### src/rtl/i2c_target_pkg.sv
// Shared types and constants for the I2C register-bus target.
// Holds the FSM state enum, the ACK/NACK bit levels and the address width.
package i2c_target_pkg;

    localparam int ADDR_W = 7;

    localparam logic ACK  = 1'b0;
    localparam logic NACK = 1'b1;

    typedef enum logic [3:0] {
        ST_IDLE,
        ST_DEV_ADDR,
        ST_ACK_DEV,
        ST_REG_HI,
        ST_ACK_HI,
        ST_REG_LO,
        ST_ACK_LO,
        ST_WR_DATA,
        ST_ACK_WR,
        ST_RD_DATA,
        ST_RD_ACK,
        ST_IGNORE
    } state_t;

endpackage

### src/rtl/i2c_line_filter.sv
// Pad conditioning for one I2C line: 2-flop sync, optional stability filter
// (macro I2C_TARGET_FILTER_EN), and rise/fall pulses.
// Ports: clk, rst_n, din (async pad) -> level, rise, fall (clk domain).
module i2c_line_filter #(
    parameter int FILT_LEN = 4
) (
    input  logic clk,
    input  logic rst_n,
    input  logic din,
    output logic level,
    output logic rise,
    output logic fall
);

    // Idle bus is high, so sync and filter come out of reset high.
    logic [1:0] sync;

    always_ff @(posedge clk or negedge rst_n) begin
        if (!rst_n) sync <= 2'b11;
        else        sync <= {sync[0], din};
    end

`ifdef I2C_TARGET_FILTER_EN
    localparam logic [3:0] LEN_M1 = 4'(FILT_LEN - 1);

    logic [3:0] cnt;
    logic       lvl;
    logic       rise_q;
    logic       fall_q;

    // A new level is accepted only after FILT_LEN differing samples
    // in a row; the edge pulse coincides with the level update.
    always_ff @(posedge clk or negedge rst_n) begin
        if (!rst_n) begin
            cnt    <= '0;
            lvl    <= 1'b1;
            rise_q <= 1'b0;
            fall_q <= 1'b0;
        end else begin
            rise_q <= 1'b0;
            fall_q <= 1'b0;
            if (sync[1] == lvl) begin
                cnt <= '0;
            end else if (cnt == LEN_M1) begin
                cnt    <= '0;
                lvl    <= sync[1];
                rise_q <= sync[1];
                fall_q <= ~sync[1];
            end else begin
                cnt <= cnt + 4'd1;
            end
        end
    end

    assign level = lvl;
    assign rise  = rise_q;
    assign fall  = fall_q;
`else
    logic prev;

    always_ff @(posedge clk or negedge rst_n) begin
        if (!rst_n) prev <= 1'b1;
        else        prev <= sync[1];
    end

    assign level = sync[1];
    assign rise  = sync[1] & ~prev;
    assign fall  = ~sync[1] & prev;
`endif

endmodule

### src/rtl/i2c_target_regs.sv
// I2C target exposing a byte-wide register bus (7-bit dev addr, 8/16-bit
// reg addr). Ports: clk, rst_n, scl_i, sda_i, sda_oe, addr_2byte, reg_addr,
// reg_wdata, reg_wr_en, reg_rd_en, reg_rdata, busy. Macro: I2C_TARGET_FILTER_EN.
module i2c_target_regs
    import i2c_target_pkg::*;
#(
    parameter logic [ADDR_W-1:0] DEV_ADDR = 7'h39,
    parameter int                FILT_LEN = 4
) (
    input  logic        clk,
    input  logic        rst_n,
    input  logic        scl_i,
    input  logic        sda_i,
    output logic        sda_oe,
    input  logic        addr_2byte,
    output logic [15:0] reg_addr,
    output logic [7:0]  reg_wdata,
    output logic        reg_wr_en,
    output logic        reg_rd_en,
    input  logic [7:0]  reg_rdata,
    output logic        busy
);

    logic scl_lvl, scl_rise, scl_fall;
    logic sda_lvl, sda_rise, sda_fall;

    i2c_line_filter #(.FILT_LEN(FILT_LEN)) u_scl (
        .clk(clk), .rst_n(rst_n), .din(scl_i),
        .level(scl_lvl), .rise(scl_rise), .fall(scl_fall)
    );

    i2c_line_filter #(.FILT_LEN(FILT_LEN)) u_sda (
        .clk(clk), .rst_n(rst_n), .din(sda_i),
        .level(sda_lvl), .rise(sda_rise), .fall(sda_fall)
    );

    // SCL level before any edge accepted this cycle.
    logic scl_prev;
    logic start, stop;

    assign scl_prev = scl_lvl ^ (scl_rise | scl_fall);
    assign start    = sda_fall & scl_prev;
    assign stop     = sda_rise & scl_prev;

    state_t      state, state_d;
    logic [7:0]  shreg;
    logic [2:0]  bitcnt;
    logic        rw_q, a2b_q, rd_cap, rd_open;
    logic        last, match, rx_on;
    logic [7:0]  byte_in;
    logic [15:0] addr_inc;

    assign last     = (bitcnt == 3'd7);
    assign byte_in  = {shreg[6:0], sda_lvl};
    assign match    = (byte_in[7:1] == DEV_ADDR);
    assign rx_on    = (state != ST_IDLE) && (state != ST_IGNORE);
    assign addr_inc = a2b_q ? reg_addr + 16'd1
                            : {8'h00, reg_addr[7:0] + 8'd1};
    assign reg_rd_en = rd_open;

    always_ff @(posedge clk or negedge rst_n) begin
        if (!rst_n) state <= ST_IDLE;
        else        state <= state_d;
    end

    // bitcnt wraps 7->0 on the 8th bit, so in ACK states bitcnt[0]
    // tells the fall after the byte from the fall after the ACK bit.
    always_comb begin
        state_d = state;
        rd_open = 1'b0;
        if (start) begin
            state_d = ST_DEV_ADDR;
        end else if (stop) begin
            state_d = ST_IDLE;
        end else begin
            unique case (state)
                ST_DEV_ADDR:
                    if (scl_rise && last)
                        state_d = match ? ST_ACK_DEV : ST_IGNORE;
                ST_ACK_DEV:
                    if (scl_fall && bitcnt[0]) begin
                        if (rw_q) begin
                            state_d = ST_RD_DATA;
                            rd_open = 1'b1;
                        end else begin
                            state_d = a2b_q ? ST_REG_HI : ST_REG_LO;
                        end
                    end
                ST_REG_HI:
                    if (scl_rise && last) state_d = ST_ACK_HI;
                ST_ACK_HI:
                    if (scl_fall && bitcnt[0]) state_d = ST_REG_LO;
                ST_REG_LO:
                    if (scl_rise && last) state_d = ST_ACK_LO;
                ST_ACK_LO:
                    if (scl_fall && bitcnt[0]) state_d = ST_WR_DATA;
                ST_WR_DATA:
                    if (scl_rise && last) state_d = ST_ACK_WR;
                ST_ACK_WR:
                    if (scl_fall && bitcnt[0]) state_d = ST_WR_DATA;
                ST_RD_DATA:
                    if (scl_rise && last) state_d = ST_RD_ACK;
                ST_RD_ACK:
                    if (scl_rise && sda_lvl == NACK) begin
                        state_d = ST_IGNORE;
                    end else if (scl_fall && bitcnt[0]) begin
                        state_d = ST_RD_DATA;
                        rd_open = 1'b1;
                    end
                default: ;
            endcase
        end
    end

    always_ff @(posedge clk or negedge rst_n) begin
        if (!rst_n) begin
            sda_oe    <= 1'b0;
            reg_wr_en <= 1'b0;
            reg_addr  <= '0;
            reg_wdata <= '0;
            busy      <= 1'b0;
            shreg     <= '0;
            bitcnt    <= '0;
            rw_q      <= 1'b0;
            a2b_q     <= 1'b0;
            rd_cap    <= 1'b0;
        end else begin
            reg_wr_en <= 1'b0;
            rd_cap    <= rd_open;
            if (start) begin
                bitcnt <= '0;
                sda_oe <= 1'b0;
                a2b_q  <= addr_2byte;
            end else if (stop) begin
                sda_oe <= 1'b0;
                busy   <= 1'b0;
            end else begin
                // Rx and Tx share one left shift on each SCL rise.
                if (scl_rise && rx_on) begin
                    shreg  <= byte_in;
                    bitcnt <= bitcnt + 3'd1;
                end
                unique case (state)
                    ST_DEV_ADDR:
                        if (scl_rise && last && match) begin
                            busy <= 1'b1;
                            rw_q <= byte_in[0];
                        end
                    ST_REG_HI:
                        if (scl_rise && last)
                            reg_addr[15:8] <= byte_in;
                    ST_REG_LO:
                        if (scl_rise && last) begin
                            reg_addr[7:0] <= byte_in;
                            if (!a2b_q) reg_addr[15:8] <= 8'h00;
                        end
                    ST_WR_DATA:
                        if (scl_rise && last) begin
                            reg_wdata <= byte_in;
                            reg_wr_en <= 1'b1;
                        end
                    ST_ACK_DEV, ST_ACK_HI, ST_ACK_LO, ST_ACK_WR:
                        if (scl_fall) begin
                            if (!bitcnt[0]) begin
                                sda_oe <= 1'b1;
                            end else begin
                                sda_oe <= 1'b0;
                                bitcnt <= '0;
                                if (state == ST_ACK_WR)
                                    reg_addr <= addr_inc;
                            end
                        end
                    ST_RD_DATA: begin
                        if (scl_rise && last) reg_addr <= addr_inc;
                        if (scl_fall) sda_oe <= ~shreg[7];
                    end
                    ST_RD_ACK:
                        if (scl_fall) begin
                            sda_oe <= 1'b0;
                            if (bitcnt[0]) bitcnt <= '0;
                        end
                    default: ;
                endcase
                if (rd_cap && state == ST_RD_DATA) begin
                    shreg  <= reg_rdata;
                    sda_oe <= ~reg_rdata[7];
                end
            end
        end
    end

endmodule
### config.mk
export PLATFORM = sky130hd
export DESIGN_NAME = i2c_target_regs
export DESIGN_NICKNAME = d
export VERILOG_FILES = /design/src/rtl/i2c_target_pkg.sv /design/src/rtl/i2c_line_filter.sv /design/src/rtl/i2c_target_regs.sv
export SDC_FILE = /design/constraint.sdc
export NUM_CORES = 1
export LEC_CHECK = 0
export CAP_MARGIN = 20
export CORE_MARGIN = 5
export CORE_UTILIZATION = 50
export DETAILED_ROUTE_END_ITERATION = 8
export DONT_BUFFER_PORTS = 1
export PLACE_DENSITY_LB_ADDON = 0.2
export SYNTH_ARGS = -nofsm -noshare
export SYNTH_HDL_FRONTEND = slang
export SYNTH_SLANG_ARGS = --single-unit
export TNS_END_PERCENT = 30
### constraint.sdc
create_clock -name clk -period 4.4 [get_ports clk]
set_clock_uncertainty 0.05 [all_clocks]
set_input_delay 0.22 -clock clk [delete_from_list [all_inputs] [get_ports clk]]
set_output_delay 0.22 -clock clk [all_outputs]
set_load 0.05 [all_outputs]
==> results.json, run 1 <==
{
  "status": "complete, no violations",
  "worst_hold_path_type": "input pin to register",
  "dr_wl_met2_um": 3150,
  "whs_ns": 0.0157,
  "initial_utilization_pct": 52.3,
  "ios": 41,
  "utilization_pct": 55.2,
  "cts_hold_buffers": 4,
  "cp_max_fo": 23,
  "synth_cells": 324,
  "fin_nets": 338,
  "fp.dieH_um": 86.6,
  "synth-simple-area-share_pct": 19.2,
  "cts_resized": 0,
  "synth_top_area_share_pct": 38.4,
  "synth_top_area_cell": "dfrtp_1",
  "ys_ff_latch": 51,
  "max-vdd-ir-drop_v": 0.000310,
  "num_rows": 27,
  "postSynthAreaPerCell_um2": 9.04,
  "rsz0062_at_grt": "false",
  "grt_pass1_wl_um": 12100,
  "num_vias": 2385,
  "yosysWarnings": 0,
  "reg2reg_depth": 6,
  "synthDistinctLibCells": 56,
  "yosysSeqAreaShare_pct": 43.8,
  "die_area_mm2": 0.00749,
  "final.period_utilization_pct": 64.6,
  "drt_iter0_markers": 328,
  "grt_pass1_vias": 2348,
  "cpMaxStageDelayCell": "o21ai_2",
  "holdPathStages": 1,
  "tritoncts": "done",
  "leakagePower_uw": 0.00126,
  "wire_per_inst_um": 17.8,
  "ant_nets": 0,
  "postCtsSetupRepairBufs": 0,
  "grt-ovfl-total": 0,
  "hpwl_um": 4900,
  "synth_flop_cell": "dfrtp_1",
  "drtPass1Iterations": 5,
  "power.density_mw_per_mm2": 667,
  "crit_type": "register to register",
  "required_ns": 4.58,
  "final_common_cell": "dfrtp_1",
  "drive_above_1_share_pct": 10.3,
  "drcViolationCount": 0,
  "arrival_ns": 3.02,
  "yosys-top-cells-area": "dfrtp_1 (38%), o21ai_0 (6.3%), dfstp_2 (5.4%)",
  "dieWidth_um": 86.6,
  "clk_path_buf_depth": 2,
  "max_clock_freq_mhz": 352,
  "cts.sinks": 51,
  "gp_congestion": 0.881,
  "synth_compound_area_share_pct": 21.9,
  "fin_area_mm2": 0.00310,
  "netlist_area_mm2": 0.00293,
  "met3_length_um": 503,
  "hold_violations": 0,
  "insertedDiodeCount": 0,
  "clock-root-buffer": "clkbuf_8",
  "synthMuxAreaShare_pct": 6.87,
  "drv_cap": 0,
  "core_mm2": 0.00561,
  "crit_chain": "or2_2 -> o21ai_2 -> nand2_1 -> nor3_1 -> a21oi_1 -> o21ai_0",
  "synthAdderAreaFrac_pct": 2.99,
  "dr.max_layer_used": "met4",
  "vias_per_cell": 6.10,
  "dpl_cell_area_mm2": 0.00294,
  "cpPeakStageDelay_ns": 0.70,
  "clkTransAtPathRegs_ns": 0.10,
  "synth_top_family_by_area": "compound AO/OA/AOI/OAI gates",
  "start_kind": "register",
  "htree_levels": 2,
  "worst_setup_path_end_kind": "register",
  "tns_ns": 0,
  "finalWirelength_um": 6950,
  "grtUsageTotal_pct": 20.0,
  "wl_met1_um": 3200,
  "syn-num-nets": 344,
  "antenna_found_initial": 0,
  "cts_buffers": 5,
  "synth_edf_count": 0,
  "worst_slew_pin_slew_ns": 0.854,
  "finalPower_uw": 2070,
  "fillers": 532,
  "grt_max_degree": 52,
  "async_reset_ff_share_pct": 100,
  "synthXorXnorAreaFrac_pct": 0.897,
  "fin_crit_ns": 2.84,
  "most-common-layout-cells": "dfrtp_1 (45), o21ai_0 (37), nand2_1 (36)",
  "slew_violations": 0,
  "relSlewSlack_pct": 42.7,
  "area_delta_synth_final_pct": 5.64,
  "port_buffers": 0,
  "clock_latency_ns": 0.31,
  "setup_viol": 0
}
## layer usage
metal | vias up | GRT usage [%]
li1 | 1160 | -
met1 | 1136 | 28.3
met2 | 78 | 30.3
met3 | 11 | 5.42
met4 | 0 | 5.52
met5 | - | 0
## report_power, final
part           switching, uW  internal [uW]
clock network            168            129
registers                452            591
logic                    423            303
total                   1040           1020
## path summary, 6_finish.rpt
| path | slack [ns] | endpoint | start |
|---|---|---|---|
| setup / recovery | 1.56 | reg_addr[11]$_DFFE_PN0P_ | state[3]$_DFFE_PN0P_ |
| max in group asynchronous | 3.65 | u_scl.sync[1]$_DFF_PN1_ | rst_n |
| hold / removal | 0.02 | a2b_q$_DFFE_PN0N_ | addr_2byte |
| min in group asynchronous | 0.35 | state[2]$_DFFE_PN0P_ | rst_n |
| hold reg to reg | 0.31 | u_sda.sync[1]$_DFF_PN1_ | u_sda.sync[0]$_DFF_PN1_ |
| setup reg to reg | 1.56 | reg_addr[11]$_DFFE_PN0P_ | state[3]$_DFFE_PN0P_ |
## sequential cells by signal, indices dropped and copies added, names as in the netlist, 2 cells and up
| name | flops |
|---|---|
| bitcnt | 3 |
| u_sda.sync | 2 |
| state | 4 |
| shreg | 8 |
| reg_addr | 16 |
| u_scl.sync | 2 |
| reg_wdata | 8 |
## area by class of cell
class | count | area [um^2] | share of cell area [%]
Timing Repair Buffer | 5 | 65.1 | 2.10
Clock inverter | 2 | 16.3 | 0.525
Multi-Input combinational cell | 246 | 1520 | 49.2
Tap cell | 72 | 90.1 | 2.91
Sequential cell | 51 | 1280 | 41.5
Inverter | 9 | 33.8 | 1.09
Clock buffer | 6 | 82.6 | 2.67
## worst max-delay path, delay by kind of cell, from the launching register on
family	cells	cell delay [ns]
flops	1	0.63
simple gates	3	1.18
compound gates	3	0.90
## synth_stat cells (2+ instances only)
cell type and n:
dfrtp_1 45, o21ai_0 37, nand2_1 36, a21oi_1 28, nor2_1 26, buf_2 10, mux2i_1 10, inv_1 9
mux2_2 9, ha_1 7, nand3_1 7, nor3_1 7, clkbuf_1 6, dfstp_2 6, a31oi_1 5, nand4_1 5
nor2b_1 5, and2_1 4, nor4_1 4, o22ai_1 4, and3_1 3, nand2b_1 3, o31ai_1 3, a22oi_1 2
a2bb2oi_1 2, buf_6 2, nand3b_1 2, nor3b_1 2, o211ai_1 2, o21a_1 2, o21ai_1 2, o21bai_1 2
o2bb2ai_1 2, or2_2 2, xor2_1 2
## logic make-up (layout without fill, tap and decap cells)
kind of cell,count (synthesis),after routing
AO/OA/AOI/OAI,105,105
AND/OR/NAND/NOR,112,112
adder cells (fa/ha/maj),7,7
XOR/XNOR,3,3
multiplexers,19,19
buffers and inverters,27,22
flip-flops,51,51
## through the flow
step / std cells / setup slack (ns)
6_report: 391 / 1.56
3_3_place_gp: 379 / 1.71
2_1_floorplan: 324 / 1.28
4_1_cts: 391 / 1.58
5_1_grt: 391 / 1.24
3_5_place_dp: 379 / 1.61
Power figures use the tool's default switching activity.
==> run 2, diff against run 1 <==
==> constraint.sdc (replaced) <==
create_clock -name clk -period 2.5 [get_ports clk]
set_clock_uncertainty 0.05 [all_clocks]
set_input_delay 0.125 -clock clk [delete_from_list [all_inputs] [get_ports clk]]
set_output_delay 0.125 -clock clk [all_outputs]
set_load 0.05 [all_outputs]
==> run 2 against run 1 <==
  * Critical path type unchanged
  * Largest cell class unchanged
  * Sequential share of layout area shrank 4.2 points
  * Worst setup slack lost 1.4 ns
  * Power increased by 94%
  * Combinational power increased to 2.7 times the previous value
  * Clock-buffer cell count stayed put
==> results.json, run 2 (same netlist as run 1, synthesis figures left out) <==
{
  "cts.sinks": 51,
  "most-common-layout-cells": "dfrtp_1 (45), o21ai_0 (37), nand2_1 (35)",
  "drcViolationCount": 0,
  "crit_type": "register to register",
  "whs_ns": 0.264,
  "leakagePower_uw": 0.00147,
  "dpl_cell_area_mm2": 0.00316,
  "crit_chain": "inv_1 -> ha_1 -> xnor2_1 -> and2_2 -> nor4_4 -> buf_6 -> mux2_2",
  "clock_latency_ns": 0.31,
  "hpwl_um": 5170,
  "final.period_utilization_pct": 94.9,
  "num_vias": 2528,
  "tritoncts": "done",
  "worst-path-buf-inv": 2,
  "grt_pass1_vias": 2487,
  "largest_reg_flops": 16,
  "crit_family": "simple AND/OR/NAND/NOR gates",
  "required_ns": 2.64,
  "place_inst": 409,
  "dieWidth_um": 86.6,
  "status": "complete, no violations",
  "setup_viol": 0,
  "fp.dieH_um": 86.6,
  "fin_nets": 377,
  "num_rows": 27,
  "worst_hold_path_type": "input pin to async pin",
  "clock-root-buffer": "clkbuf_8",
  "largest_register": "reg_addr",
  "arrival_ns": 2.52,
  "worst_slew_pin_slew_ns": 0.569,
  "grtUsageTotal_pct": 20.7,
  "slew_violations": 0,
  "drtPass1Iterations": 4,
  "max_clock_freq_mhz": 422,
  "hold_violations": 0,
  "start_kind": "register",
  "gp_congestion": 0.861,
  "fin_crit_ns": 2.37,
  "drive_above_1_share_pct": 18.4,
  "reg_top3": "reg_addr x16, reg_wdata x8, shreg x8",
  "insertedDiodeCount": 0,
  "die_area_mm2": 0.00749,
  "power.density_mw_per_mm2": 1170,
  "clk_path_buf_depth": 2,
  "area_delta_synth_final_pct": 17.6,
  "cp_max_fo": 9,
  "drt_iter0_markers": 225,
  "max-vdd-ir-drop_v": 0.000600,
  "port_buffers": 0,
  "cts_buffers": 5,
  "antenna_found_initial": 0,
  "cpMaxStageDelayCell": "dfstp_2",
  "postCtsSetupRepairBufs": 0,
  "clkTransAtPathRegs_ns": 0.10,
  "instances_no_fill": 430,
  "finalWirelength_um": 7330,
  "fin_area_mm2": 0.00345,
  "ant_nets": 0,
  "final_common_cell": "dfrtp_1",
  "drv_cap": 0,
  "ios": 41,
  "vias_per_cell": 5.88,
  "cpPeakStageDelay_ns": 0.57,
  "wire_per_inst_um": 17.1,
  "grt_pass1_wl_um": 12500,
  "relSlewSlack_pct": 62.1,
  "grt_max_degree": 52,
  "grt-ovfl-total": 0,
  "htree_levels": 2,
  "worst_setup_path_end_kind": "register",
  "initial_utilization_pct": 52.3,
  "core_mm2": 0.00561
}
-- run 2: cell types whose count changed in the layout (fill, tap and decap cells not counted), sizes merged --
cell         previous run  this run
dlygate4sd3             3        12
inv                     9        10
buf                     2        32
bufinv                  0         1
clkinv                  1         0
clkinvlp                1         0
-- run 2: worst reg2reg max path, cell delays in order, from the launching register on --
cell and delay [ns]:
dfstp_2 0.57, inv_1 0.05, ha_1 0.30, xnor2_1 0.18, and2_2 0.27, nor4_4 0.30
buf_6 0.18, mux2_2 0.34
-- run 2: stage by stage --
step	total power (uW)	setup slack [ns]	util, %	TNS [ns]
final	4020	0.128	61.4	0
after global routing	4320	-0.0231	61.4	-0.0932
after CTS	4010	0.116	61.2	0
after detailed placement	3340	0.129	56.4	0
after global placement	3300	0.214	56.4	0
after floorplan	2810	0.0483	-	0
-- run 2: worst paths after layout --
kind,slack [ns],cells after the start,from,endpoint
max,0.13,7,u_scl.sync[1]$_DFF_PN1_,reg_wdata[0]$_DFFE_PN0P_
min,0.26,2,rst_n,reg_addr[0]$_DFFE_PN0P_
max reg2reg,0.13,7,u_scl.sync[1]$_DFF_PN1_,reg_wdata[0]$_DFFE_PN0P_
min reg2reg,0.31,0,u_scl.sync[0]$_DFF_PN1_,u_scl.sync[1]$_DFF_PN1_
max in group asynchronous,1.84,2,rst_n,u_sda.prev$_DFF_PN1_
min in group clk,0.31,1,sda_i,u_sda.sync[0]$_DFF_PN1_
-- run 2: report_power, final --
part / internal [uW] / total, uW / leakage [uW] / switching [uW]
clock network: 330 / 620 / 0.0000618 / 290
registers: 1050 / 1430 / 0.000652 / 380
logic: 749 / 1970 / 0.000752 / 1220
total: 2130 / 4020 / 0.00147 / 1890
-- run 2: area by class of cell --
type	instances	area, um^2
Clock buffer	6	82.6
Clock inverter	2	38.8
Fill cell	506	2160
Inverter	9	33.8
Multi-Input combinational cell	246	1530
Sequential cell	51	1280
Tap cell	72	90.1
Timing Repair Buffer	44	384
-- run 2: timing repair --
| action | CTS | global route |
|---|---|---|
| gates resized for setup | 0 | 4 |
| hold endpoints to repair | 63 | 0 |
| hold buffers | 13 | 0 |
| setup endpoints to repair | 0 | 17 |
-- run 2: per-layer routing --
metal / part of all wire, % / global-route usage (%) / wire [um] / vias to the layer above
li1: - / - / - / 1241
met3: 6.2 / 4.18 / 453 / 7
met4: 0.83 / 4.25 / 61 / 0
met1: 47 / 29.8 / 3430 / 1200
met2: 46 / 32.3 / 3390 / 80
met5: 0 / 0 / 0 / -
